===== config.mk =====
export PLATFORM = sky130hd
export DESIGN_NAME = i2c_slave_ctrl
export DESIGN_NICKNAME = d
export VERILOG_FILES = /design/src/rtl/i2c_pkg.sv /design/src/rtl/i2c_ptr_ctr.sv /design/src/rtl/i2c_slave_ctrl.sv
export SDC_FILE = /design/constraint.sdc
export NUM_CORES = 1
export LEC_CHECK = 0
export BUFFER_PORTS_ARGS = -buffer_cell sky130_fd_sc_hd__buf_2
export CORE_ASPECT_RATIO = 0.7
export CORE_MARGIN = 1.5
export CORE_UTILIZATION = 47
export DETAILED_ROUTE_END_ITERATION = 16
export PLACE_DENSITY = 0.82
export SETUP_SLACK_MARGIN = 0.5
export SYNTH_ARGS = -nofsm -noshare
export SYNTH_HDL_FRONTEND = slang
export SYNTH_SLANG_ARGS = --single-unit

===== constraint.sdc =====
create_clock -name clk -period 2.2 [get_ports clk]
set_clock_uncertainty 0.15 [all_clocks]
set_input_delay 0.44 -clock clk [delete_from_list [all_inputs] [get_ports clk]]
set_output_delay 0.44 -clock clk [all_outputs]
set_load 0.02 [all_outputs]

===== src/rtl/i2c_pkg.sv =====
// rtl/i2c_pkg.sv - shared types, constants and pointer-wrap helper for the I2C target controller
package i2c_pkg;

   localparam int I2C_ADDR_BITS = 7;
   localparam logic I2C_RW_READ = 1'b1;

   typedef enum logic [2:0] {
      ST_IDLE,
      ST_ADDR,
      ST_PTR,
      ST_WRITE,
      ST_READ,
      ST_IGNORE
   } i2c_ctrl_state_t;

   // Next register pointer with wrap back to 0 after the last register
   function automatic int ptr_wrap(input int p, input int n);
      return (p >= n - 1) ? 0 : p + 1;
   endfunction

endpackage


===== src/rtl/i2c_ptr_ctr.sv =====
// rtl/i2c_ptr_ctr.sv - register pointer with load, increment and wrap at NUM_REGS-1
module i2c_ptr_ctr
   import i2c_pkg::*;
#(
   parameter int NUM_REGS = 16,
   parameter int ADDR_W   = 4
) (
   input  logic              clk,
   input  logic              reset,
   input  logic              load,
   input  logic [ADDR_W-1:0] load_val,
   input  logic              inc,
   output logic [ADDR_W-1:0] ptr
);

   // Load has priority over increment; both are mutually exclusive in practice
   always_ff @(posedge clk) begin
      if (reset) begin
         ptr <= '0;
      end else if (load) begin
         ptr <= load_val;
      end else if (inc) begin
         ptr <= ADDR_W'(ptr_wrap(int'(32'(ptr)), NUM_REGS));
      end
   end

endmodule


===== src/rtl/i2c_slave_ctrl.sv =====
// rtl/i2c_slave_ctrl.sv - byte-level I2C target controller with auto-incrementing register access
module i2c_slave_ctrl
   import i2c_pkg::*;
#(
   parameter logic [I2C_ADDR_BITS-1:0] DEV_ADDR = 7'h60,
   parameter int                       NUM_REGS = 16,
   parameter int                       ADDR_W   = 4
) (
   input  logic              clk,
   input  logic              reset,
   input  logic [7:0]        rx_data,
   input  logic              rx_valid,
   input  logic              start_det,
   input  logic              stop_det,
   input  logic              mst_ack_valid,
   input  logic              mst_nack,
   output logic [7:0]        tx_data,
   output logic              tx_req,
   input  logic              tx_ready,
   output logic              ack_req,
   output logic [ADDR_W-1:0] reg_addr,
   output logic [7:0]        reg_wdata,
   output logic              reg_we,
   input  logic [7:0]        reg_rdata,
   output logic              busy
);

   i2c_ctrl_state_t state;

   logic addr_match;
   logic ptr_in_range;
   logic bus_event;
   logic ptr_load;
   logic read_accept;
   logic ptr_inc;

   // Decode of the current byte and of the pointer update strobes
   always_comb begin
      addr_match   = (rx_data[7:1] == DEV_ADDR);
      ptr_in_range = ({24'd0, rx_data} < 32'(NUM_REGS));
      bus_event    = stop_det | start_det;
      ptr_load     = !bus_event && (state == ST_PTR) && rx_valid && ptr_in_range;
      read_accept  = !bus_event && (state == ST_READ) && tx_req && tx_ready;
      // reg_we is registered, so the pointer advances at the end of the write
      // strobe cycle and reg_addr still shows the written address during it
      ptr_inc      = reg_we | read_accept;
   end

   i2c_ptr_ctr #(
      .NUM_REGS (NUM_REGS),
      .ADDR_W   (ADDR_W)
   ) u_ptr (
      .clk      (clk),
      .reset    (reset),
      .load     (ptr_load),
      .load_val (rx_data[ADDR_W-1:0]),
      .inc      (ptr_inc),
      .ptr      (reg_addr)
   );

   assign busy = (state != ST_IDLE);

   // Control FSM: bus events first, then per-state byte / master-ack handling
   always_ff @(posedge clk) begin
      if (reset) begin
         state     <= ST_IDLE;
         tx_data   <= '0;
         tx_req    <= 1'b0;
         ack_req   <= 1'b0;
         reg_we    <= 1'b0;
         reg_wdata <= '0;
      end else begin
         ack_req <= 1'b0;
         reg_we  <= 1'b0;
         if (tx_req && tx_ready) begin
            tx_req <= 1'b0;
         end

         if (stop_det) begin
            state  <= ST_IDLE;
            tx_req <= 1'b0;
         end else if (start_det) begin
            state  <= ST_ADDR;
            tx_req <= 1'b0;
         end else begin
            case (state)
               ST_ADDR: begin
                  if (rx_valid) begin
                     if (!addr_match) begin
                        state <= ST_IGNORE;
                     end else if (rx_data[0] == I2C_RW_READ) begin
                        ack_req <= 1'b1;
                        state   <= ST_READ;
                        tx_req  <= 1'b1;
                        tx_data <= reg_rdata;
                     end else begin
                        ack_req <= 1'b1;
                        state   <= ST_PTR;
                     end
                  end
               end
               ST_PTR: begin
                  if (rx_valid) begin
                     if (ptr_in_range) begin
                        ack_req <= 1'b1;
                        state   <= ST_WRITE;
                     end else begin
                        state <= ST_IGNORE;
                     end
                  end
               end
               ST_WRITE: begin
                  if (rx_valid) begin
                     reg_we    <= 1'b1;
                     reg_wdata <= rx_data;
                     ack_req   <= 1'b1;
                  end
               end
               ST_READ: begin
                  // Our own transmitted bits come back on rx_valid; ignore them
                  if (mst_ack_valid) begin
                     if (mst_nack) begin
                        state  <= ST_IGNORE;
                        tx_req <= 1'b0;
                     end else if (!tx_req) begin
                        tx_req  <= 1'b1;
                        tx_data <= reg_rdata;
                     end
                  end
               end
               default: begin
                  // IDLE and IGNORE wait for a bus event only
               end
            endcase
         end
      end
   end

endmodule

# After elaboration in Yosys (flattened, before gate mapping)
# Index checks and enable logic that the tools add are counted.
# totals
wordCells	86
register_bits	26
# op_classes
muxes	33
n_lt_le_gt_ge	2
reduce_logical	20
n_bitwise	5
n_addsub	1
n_eq_ne	17
# op_table
operator	n
8-bit two-way mux	6
3-bit two-way mux	7
2-bit inequality test (second input constant)	8
8-bit case mux with 2 select lines	1
1-bit two-way mux	13
4-bit two-way mux	3
3-bit inequality test (second input constant)	4
5-bit AND reduction	2
3-bit case mux with 3 select lines	1
9-bit AND reduction	1
8-bit by 5-bit < comparator with 1-bit output (second input constant)	1
7-bit equality test (second input constant)	1
1-bit logical AND	7
3-bit by 2-bit equality test with 1-bit output (second input constant)	2
3-bit nonzero test	2
4-bit by 1-bit adder with 4-bit output (second input constant)	1
4-bit greater-or-equal comparator (second input constant)	1
4-bit AND reduction	1
2-bit nonzero test	2
4-bit nonzero test	1
4-bit OR reduction	1
3-bit by 1-bit equality test with 1-bit output (second input constant)	1
3-bit equality test (second input constant)	1
1-bit inverter	3
6 further kinds	7

# Logic depth before layout (Yosys ltp)
# Gate-level depths: netlist (run 1).
# logic_depth
ltp_word	8
ltp_mapped	7
mapped_depth_nobuf	6

# Hierarchy
# A second synthesis (run 1) with hierarchy kept.
# hier_totals
hier_cells	144
area_unflattened_um2	1336.3
# modules_own_cells
module	n_inst	seq_area_each_um2	area_each_um2	cells_per_inst
i2c_slave_ctrl	1	440.4	1101.1	115
i2c_ptr_ctr	1	80.1	235.2	29

# Least setup slack after synthesis (run 1)
# OpenSTA, ideal clock, no wires.
# synth_timing
path_type	input port to flip-flop
from	input rx_data[4]
to	register u_ptr.ptr[3]
arrival_time_ps	1714
setup_slack_ps	268
n_path_buf	1
stages	6
cell_sequence	nor4_2 nand2_1 or4_1 buf_2 or2_0 a21oi_2
# synth_between
elab_chain_len	3
elab_cells_between_ends	4
cone_classes	1 x order compare; 1 x mux; 2 x reduce/logical
# synth_rtl
item	line	text
start, declared	i2c_slave_ctrl.sv:11	input logic [7:0] rx_data,
8-bit by 5-bit < comparator with 1-bit output *	i2c_slave_ctrl.sv:40	ptr_in_range = ({24'd0, rx_data} < 32'(NUM_REGS));
1-bit logical AND *	i2c_slave_ctrl.sv:42	ptr_load = !bus_event && (state == ST_PTR) && rx_valid && ptr_in_range;
4-bit two-way mux or 2-bit nonzero test (tied branches)	--	
end signal, assigned	i2c_ptr_ctr.sv:21	ptr <= load_val;
end signal, assigned	i2c_ptr_ctr.sv:23	ptr <= ADDR_W'(ptr_wrap(int'(32'(ptr)), NUM_REGS));
end, declared	i2c_ptr_ctr.sv:13	output logic [ADDR_W-1:0] ptr
# Every way passes the cells marked *; elsewhere a longest branch is shown, timed or not.
# A chain may end at the register's enable or synchronous reset.

# Final worst setup path (run 1)
# layout_timing
from	register state[0]
to	output busy
# layout_between
elab_chain_len	1
# layout_rtl
item	line	text
start, declared	i2c_slave_ctrl.sv:28	i2c_ctrl_state_t state;
start signal, assigned	i2c_slave_ctrl.sv:66	state <= ST_IDLE;
start signal, assigned	i2c_slave_ctrl.sv:80	state <= ST_IDLE;
start signal, assigned	i2c_slave_ctrl.sv:83	state <= ST_ADDR;
3-bit nonzero test	i2c_slave_ctrl.sv:61	assign busy = (state != ST_IDLE);
end, declared	i2c_slave_ctrl.sv:25	output logic busy
# Every way passes these cells.

==> out/metrics.yaml, run 1 <==
status: "complete, no violations"
cts_hold_buffers: 0
crit_chain: "or3_4, buf_6"
worst-path-max-fanout: 5
cp-start-kind: "register"
vias_per_cell: 5.33
drive_gt1_frac: 0.428
gp_congestion: 0.828
dp_hpwl_microns: 2140
rsz0062_at_grt: "true"
wirelength_microns: 3050
slowest_stage: "or3_4"
clock_path_buffers: 2
drv_slew: 0
clockRootBuffer: "clkbuf_4"
coreArea_sq_um: 2260
io_buffers: 47
diodes: 0
slew_headroom: 0.619
wire_per_inst_microns: 13.9
max_freq_mhz: 549
start_util: 0.522
synth_top_area_frac: 0.441
fin_tns_setup_ps: 0
n_fill_cell: 171
vdd_ir_drop_max_uv: 382
period_share: 0.828
final_core_util: 0.731
syn_to_final_growth_pct: 40.0
cts_tree: "done"
clkSlewWorstSetupHoldPaths_ps: 130
die_area_sq_um: 2820
synth_area_sq_um: 1180
worstHoldStart: "stop_det"
yosysUniqueCellTypes: 37
cts_sinks: 26
r2r-end: "u_ptr.ptr[2]"
synth.avg_cell_area_sq_um: 9.08
cts_max_level: 1
worstPathRequired_ps: 1610
ys_seq_area_frac: 0.441
yosys_warnings: 0
min_path_type: "in2reg"
num_rows: 14
antenna_left: 0
cts_buffers: 3
firstDrtPassIters: 4
grt-ovfl-total: 0
route.detailed.drc: 0
p_leak_nw: 0.788
cp.arrival_ps: 1230
synth_top_cell_by_area: "dfxtp_1"
maxCapViolCount: 0
ys_ff_latch: 26
yosys-top-cells-area: "dfxtp_1 (44%), mux2i_1 (14%), nor2_1 (7.6%)"
final_nets: 213
grt_max_degree: 23
gr-usage-all-layers: 0.228
antenna_found_initial: 0
power_density_nw_per_um2: 473
rrSetupSlack_ps: 450
first_global_vias: 1093
min_to: "state[0]"
clk-insertion-delay-late_ps: 320
finalSetupViolCount: 0
layout_min_cycle_time_ps: 1820
syn-instance-count: 130
min_delay_path_depth: 2
die_y_microns: 44.9
syn_nets: 155
drtIter0Drc: 34
fp.dieW_microns: 62.9
ios: 48
r2r_cells: 6
reg2reg_from: "state[2]"
grt_pass1_wl_microns: 4950
vias: 1168
hold_viol: 0
cpPeakStageDelay_ps: 390
worstSetupPathType: "reg2out"
tightest_slew_ps: 567
cp-end-kind: "primary output"
## per-layer routing
layer | up-vias | part of all wire | track usage
met5 | - | 0 | 0
met4 | 0 | 0.0043 | 0.0667
met1 | 548 | 0.47 | 0.303
li1 | 576 | - | -
met3 | 2 | 0.067 | 0.0524
met2 | 42 | 0.46 | 0.381
## critical path: cells and delay by family (launching register included)
family	cells	cell delay, ps
simple gates	1	390
flops	1	380
buf+inv	1	140
## metrics by stage
step                hold slack [ps]  total power [mW]  setup slack, ps  instances  area [sq um]
floorplan                       363             0.507              268        130          1200
global placement                317             0.542             98.8        206          1470
detailed placement              327             0.543             30.6        206          1470
CTS                             153             0.786              390        218          1620
global route                    162             0.817              339        219          1650
finish                          171             0.782              379        219          1650
## final cells by class
type	instances	area, sq um	share of cell area
clock buffers	4	36.3	0.0220
inverters	2	7.51	0.00455
multi-input cells	94	678	0.411
flip-flops and latches	26	532	0.322
well taps	32	40.0	0.0242
repair buffers	61	358	0.217
## cell families (layout without fill, tap and decap cells)
kind of cell               Yosys count  after routing  share of synthesized area
xor gates and xnor gates             3              3                     0.0223
adders and majority gates            1              1                     0.0106
and+or+nand+nor                     52             52                      0.220
DFF                                 26             26                      0.441
buffers and inverters               10             67                     0.0360
AOI/OAI and AO/OA                   21             21                      0.126
muxes                               17             17                      0.144
## how the worst max path moves through the flow
stage               slack (ps)        from  depth (start not counted)           end
floorplan                  270  rx_data[4]                          6  u_ptr.ptr[3]
global placement           100  rx_data[4]                          6  u_ptr.ptr[2]
detailed placement          30  rx_data[4]                          6  u_ptr.ptr[0]
CTS                        390    state[0]                          2          busy
global route               340    state[1]                          6  u_ptr.ptr[2]
finish                     380    state[0]                          2          busy
## registers in the layout, indices dropped and copies added, names as in the netlist
| register | count |
|---|---|
| reg_we | 1 |
| reg_wdata | 8 |
| state | 3 |
| ack_req | 1 |
| u_ptr.ptr | 4 |
| tx_req | 1 |
| tx_data | 8 |
## cells in the mapped netlist
library cell  instances
nor3b_1               2
a41o_1                1
a211oi_1              3
o21a_1                1
a21boi_0              1
xnor2_1               1
ha_1                  1
and2_1                2
nor4bb_1              1
nor4_2                1
clkbuf_1              4
a221oi_1              1
xor2_1                2
nor2_1               24
nor3_1                2
buf_2                 3
and3b_1               1
a31oi_1               3
mux2i_1              17
nand2_1               8
a21oi_1               4
nand3_1               2
o211ai_1              2
o32a_1                1
inv_1                 2
dfxtp_1              26
or3_1                 1
clkbuf_2              1
or2_0                 1
nand4_1               2
a32o_1                1
nor4b_1               1
nor2b_1               1
o21ai_0               2
or4_1                 1
nand2b_1              2
a21oi_2               1
## power breakdown
part | internal, mW | switching, mW | leakage [nW] | total (mW)
clock | 0.101 | 0.140 | 0.0210 | 0.242
sequential | 0.469 | 0.00161 | 0.212 | 0.471
combinational | 0.0329 | 0.0364 | 0.555 | 0.0693
total | 0.603 | 0.178 | 0.788 | 0.782
## what timing repair did
| item | 4_1_cts | 5_1_grt |
|---|---|---|
| pin swaps | 5 | 5 |
| endpoints found under the hold margin | 0 | 0 |
| setup endpoints to repair | 13 | 13 |
| buffers inserted | 8 | 1 |
| resized for setup | 17 | 6 |
## placed cells by master, fill, tap and decap left out, types with 2 or more instances in the layout
cell type | netlist | final
mux2i_1 | 17 | 17
dfxtp_1 | 26 | 23
o21ai_0 | 2 | 2
buf_4 | 0 | 11
a21oi_1 | 4 | 4
and2_1 | 2 | 2
a211oi_2 | 0 | 2
o211ai_1 | 2 | 2
nand2_1 | 8 | 8
clkbuf_4 | 0 | 3
nand2b_1 | 2 | 2
inv_1 | 2 | 2
xor2_1 | 2 | 2
buf_6 | 0 | 4
dfxtp_4 | 0 | 3
nand4_1 | 2 | 2
nor2_1 | 24 | 24
buf_2 | 3 | 46
nor3_1 | 2 | 2
a31oi_1 | 3 | 3
Note: power is estimated with default switching activity, not from simulation.
==> run 2, diff against run 1 <==
Clock period 2.2 ns to 1.75 ns, I/O delays scaled along.
==> out/metrics.yaml, run 2 (synthesis gave the netlist of run 1 again) <==
fp.dieW_microns: 62.9  # unchanged
r2r_cells: 6  # unchanged
vias_per_cell: 6.21  # +16%
crit_chain: "nor3b_2, nand3_1, a21boi_2, buf_6, mux2i_1, nor2_1"
die_y_microns: 44.9  # unchanged
min_path_type: "in2reg"
min_to: "state[0]"
grt_pass1_wl_microns: 6350  # +28%
antenna_found_initial: 0  # unchanged
wirelength_microns: 5510  # +80%
first_global_vias: 1351  # +24%
finalSetupViolCount: 23  # +23
cp-end-kind: "register"
drive_gt1_frac: 0.651  # +0.223
reg_top3: "reg_wdata x8, tx_data x8, u_ptr.ptr x4"
num_rows: 14  # unchanged
fin_ws_ps: -204  # -583 ps
max_freq_mhz: 512
vdd_ir_drop_max_uv: 585  # +53%
diodes: 0  # unchanged
worstHoldStart: "stop_det"
violations: "setup timing"
status: "finished, violations left"
hold_viol: 0  # unchanged
dp_hpwl_microns: 2480  # +16%
placed_cell_area_sq_um: 1620  # +10%
route.detailed.drc: 0  # unchanged
cp.buffers_inverters: 1  # unchanged
r2r-end: "tx_data[3]"
final_common_cell: "buf_6"
cts_max_level: 1  # unchanged
clockRootBuffer: "clkbuf_4"
grt-ovfl-total: 0  # unchanged
p_leak_nw: 0.961  # +22%
worstPathRequired_ps: 1810  # +200 ps
gr-usage-all-layers: 0.296  # +0.0681
gp_congestion: 0.878  # +6.1%
period_share: 1.12
antenna_left: 0  # unchanged
cp-start-kind: "register"
min_delay_path_depth: 2  # unchanged
layout_min_cycle_time_ps: 1950
clkSlewWorstSetupHoldPaths_ps: 130  # about the same
die_area_sq_um: 2820  # unchanged
start_util: 0.522  # unchanged
drtIter0Drc: 203  # +500%
reg2reg_from: "state[2]"
worst-path-max-fanout: 8  # +3
cp_top_family: "simple AND/OR/NAND/NOR gates"
grt_max_degree: 23  # unchanged
cpPeakStageDelay_ps: 420  # +30 ps
vias: 1496  # +28%
coreArea_sq_um: 2260  # unchanged
finalInstanceArea_sq_um: 2140  # +29%
final_nets: 236  # +11%
clk-insertion-delay-late_ps: 330  # about the same
worstSetupPathType: "reg2reg"
rsz0062_at_grt: "true"
wire_per_inst_microns: 22.8  # +64%
ios: 48  # unchanged
drv_slew: 0  # unchanged
cts_tree: "done"
cts_sinks: 26  # unchanged
power_density_nw_per_um2: 458  # -3.2%
final_cell_mix: "buf_6 (36), buf_4 (23), nor2_1 (22), dfxtp_2 (22), buf_2 (21)"
whs_ps: 90.2  # -80.9 ps
slew_headroom: 0.761  # +0.142
cts_buffers: 3  # unchanged
syn_to_final_growth_pct: 81.2
rrSetupSlack_ps: -200  # -650 ps
firstDrtPassIters: 5  # +1
cp.arrival_ps: 2010  # +780 ps
slowest_stage: "dfxtp_4"
tightest_slew_ps: 357  # -210 ps
clock_path_buffers: 2  # unchanged
maxCapViolCount: 0  # unchanged
io_buffers: 47  # unchanged
## run 2: final cells by class
class / count / area, sq um
Timing Repair Buffer: 84 / 763
Multi-Input combinational cell: 94 / 746
Sequential cell: 26 / 559
Fill cell: 62 / 121
Tap cell: 32 / 40.0
Clock buffer: 3 / 22.5
Inverter: 2 / 7.51
## run 2: how the worst max path moves through the flow
stage	depth (start not counted)	endpoint	startpoint	slack, ps
6_report	6	tx_data[3]	state[2]	-200
5_1_grt	6	tx_data[3]	state[2]	-190
4_1_cts	6	tx_data[5]	state[1]	-50
3_5_place_dp	8	tx_data[2]	rx_data[4]	-370
3_3_place_gp	8	tx_data[5]	rx_data[4]	-250
2_1_floorplan	6	u_ptr.ptr[3]	rx_data[4]	-90
## run 2: routing by layer
metal	part of all wire	GRT usage
met4	0.053	0.164
met1	0.39	0.348
met2	0.48	0.513
met3	0.081	0.0748
met5	0	0
## run 2: where the power goes
group | switching [mW] | internal (mW)
clock network | 0.169 | 0.0809
logic | 0.0712 | 0.0674
registers | 0.00241 | 0.588
## run 2: per-stage QoR
stage	TNS, ps	worst slack [ps]	util	std cells	power, mW
2_1_floorplan	-89.8	-89.8	-	130	0.641
3_5_place_dp	-4110	-366	0.718	218	0.706
6_report	-2010	-204	0.946	241	0.980
3_3_place_gp	-2930	-249	0.718	218	0.702
4_1_cts	-360	-51.5	0.867	232	0.952
5_1_grt	-2200	-188	0.946	241	1.01
## run 2: timing repair
item	CTS	global route
resized for setup	84	29
endpoints found under the setup margin	49	50
hold buffers	0	0
gates cloned	0	1
pin swaps	14	16
hold endpoints to repair	0	0
buffers inserted	11	8
==> run 3, diff against run 2 <==
Settings changed: CORE_ASPECT_RATIO 0.7 to default, SKIP_CTS_REPAIR_TIMING from default to 1.
==> out/metrics.yaml, run 3 (synthesis gave the netlist of run 1 again) <==
status: "finished, violations left"
violations: "setup timing"
coreArea_sq_um: 2300  # +1.7%
dp_hpwl_microns: 2280  # -8.4%
cts_sinks: 26  # unchanged
max_freq_mhz: 557  # +8.8%
wirelength_microns: 3930  # -29%
hold_viol: 0  # unchanged
first_global_vias: 1112  # -18%
cts_max_level: 1  # unchanged
gp_congestion: 0.981  # +12%
maxCapViolCount: 0  # unchanged
cp.arrival_ps: 1880  # -130 ps
power_density_nw_per_um2: 555  # +21%
fin_ws_ps: -45.7  # +158 ps
clock_path_buffers: 2  # unchanged
diodes: 0  # unchanged
p_leak_nw: 0.915  # -4.7%
cp-start-kind: "register"
route.detailed.drc: 0  # unchanged
start_util: 0.514  # -0.00853
drive_gt1_frac: 0.613  # -0.0377
reg2reg_from: "state[1]"
grt_max_degree: 23  # unchanged
p_int_uw: 869  # +18%
fp.dieW_microns: 53.1  # -16%
r2r-end: "tx_data[1]"
final_nets: 225  # -4.7%
drtIter0Drc: 40  # -80%
min_delay_path_depth: 2  # unchanged
clockRootBuffer: "clkbuf_4"
period_share: 1.03  # -0.0904
clkSlewWorstSetupHoldPaths_ps: 150  # +20 ps
worst-path-max-fanout: 8  # unchanged
antenna_left: 0  # unchanged
antenna_found_initial: 0  # unchanged
slowest_stage: "dfxtp_4"
cp.buffers_inverters: 2  # +1
gr-usage-all-layers: 0.226  # -0.0708
firstDrtPassIters: 4  # -1
switching_share: 0.226  # -0.0218
cts_tree: "done"
layout_min_cycle_time_ps: 1800  # -158 ps
final_common_cell: "buf_6"
vdd_ir_drop_max_uv: 541  # -7.6%
drv_slew: 0  # unchanged
p_clk_frac: 0.380  # +0.124
die_y_microns: 53.1  # +18%
grt-ovfl-total: 0  # unchanged
cpPeakStageDelay_ps: 400  # -20 ps
crit_chain: "buf_6, nor3b_4, nand3_2, a21boi_2, buf_6, mux2i_1, nor2_1"
rrSetupSlack_ps: -50  # +160 ps
wire_per_inst_microns: 17.3  # -24%
grt_pass1_wl_microns: 4690  # -26%
fin_tns_setup_ps: -203  # +1800 ps
finalSetupViolCount: 9  # -61%
pwr-share-seq: 0.522  # -0.081
min_path_type: "in2reg"
worstHoldStart: "stop_det"
worstPathRequired_ps: 1840  # +30 ps
rsz0062_at_grt: "true"
ios: 48  # unchanged
worstSetupPathType: "reg2reg"
syn_to_final_growth_pct: 71.5
cpMostUsedCell: "buf_6"
n_fill_cell: 105  # +69%
reg_top3: "reg_wdata x8, tx_data x8, u_ptr.ptr x4"
multi_input_area_sq_um: 737  # -1.2%
slew_headroom: 0.815  # +0.0532
cp-end-kind: "register"
io_buffers: 47  # unchanged
net-switching-power_uw: 254  # +4.6%
cts_buffers: 3  # unchanged
cp_top_family: "simple AND/OR/NAND/NOR gates"
r2r_cells: 7  # +1
vias: 1281  # -14%
pre_cts_ws_ps: -292  # +74.3 ps
min_to: "state[0]"
final_cell_mix: "buf_6 (27), buf_2 (25), nor2_1 (22)"
tightest_slew_ps: 277  # -80.2 ps
clk-insertion-delay-late_ps: 330  # about the same
vias_per_cell: 5.64  # -9.1%
power_frac_comb: 0.098  # -0.043
die_area_sq_um: 2820  # -0.16%
num_rows: 17  # +3
ff_latch_area_sq_um: 567  # +1.3%
## run 3: cell count changes in the layout (fill, tap and decap cells not counted), moves of 3 or more
cell / previous run / this run
dfxtp_4: 3 / 6
buf_6: 36 / 27
buf_2: 21 / 25
dfxtp_2: 22 / 19
buf_4: 23 / 18
## run 3: area by class of cell
type                    instances  area share
clock buffers                   3      0.0111
multi-input cells              94       0.364
inverters                       2     0.00371
flip-flops and latches         26       0.280
well taps                      28      0.0173
repair buffers                 73       0.309
clock inverters                 1      0.0148
## run 3: how the worst max path moves through the flow
stage / start / to / slack, ps / cells after the start
6_report: state[1] / tx_data[1] / -50 / 7
5_1_grt: state[1] / tx_data[1] / -120 / 7
2_1_floorplan: rx_data[4] / u_ptr.ptr[3] / -90 / 6
3_3_place_gp: rx_data[4] / u_ptr.ptr[3] / -220 / 6
3_5_place_dp: rx_data[4] / u_ptr.ptr[2] / -290 / 6
4_1_cts: state[1] / u_ptr.ptr[2] / -80 / 5
## run 3: power groups by stage
stage / combinational [mW] / clock [mW] / sequential [mW]
5_1_grt: 0.117 / 0.446 / 0.587
6_report: 0.110 / 0.427 / 0.586
2_1_floorplan: 0.0341 / 0 / 0.607
3_5_place_dp: 0.0975 / 0 / 0.608
3_3_place_gp: 0.0948 / 0 / 0.608
4_1_cts: 0.0978 / 0.425 / 0.595
## run 3: per-stage QoR
| stage | cell area (sq um) | hold WS, ps | std cells | util | power, mW |
|---|---|---|---|---|---|
| global route | 2020 | 66.2 | 227 | 0.881 | 1.15 |
| detailed placement | 1650 | 331 | 217 | 0.719 | 0.706 |
| floorplan | 1250 | 273 | 130 | - | 0.641 |
| global placement | 1650 | 317 | 217 | 0.719 | 0.703 |
| CTS | 1700 | 60.6 | 221 | 0.742 | 1.12 |
| finish | 2020 | 65.3 | 227 | 0.881 | 1.12 |
## run 3: layer usage
layer  share of wire  vias to the layer above  GRT usage
met5               0                        -          0
met4          0.0061                        0     0.0684
met3           0.060                        4     0.0339
met2            0.54                       60      0.406
met1            0.39                      619      0.273
li1                -                      598          -
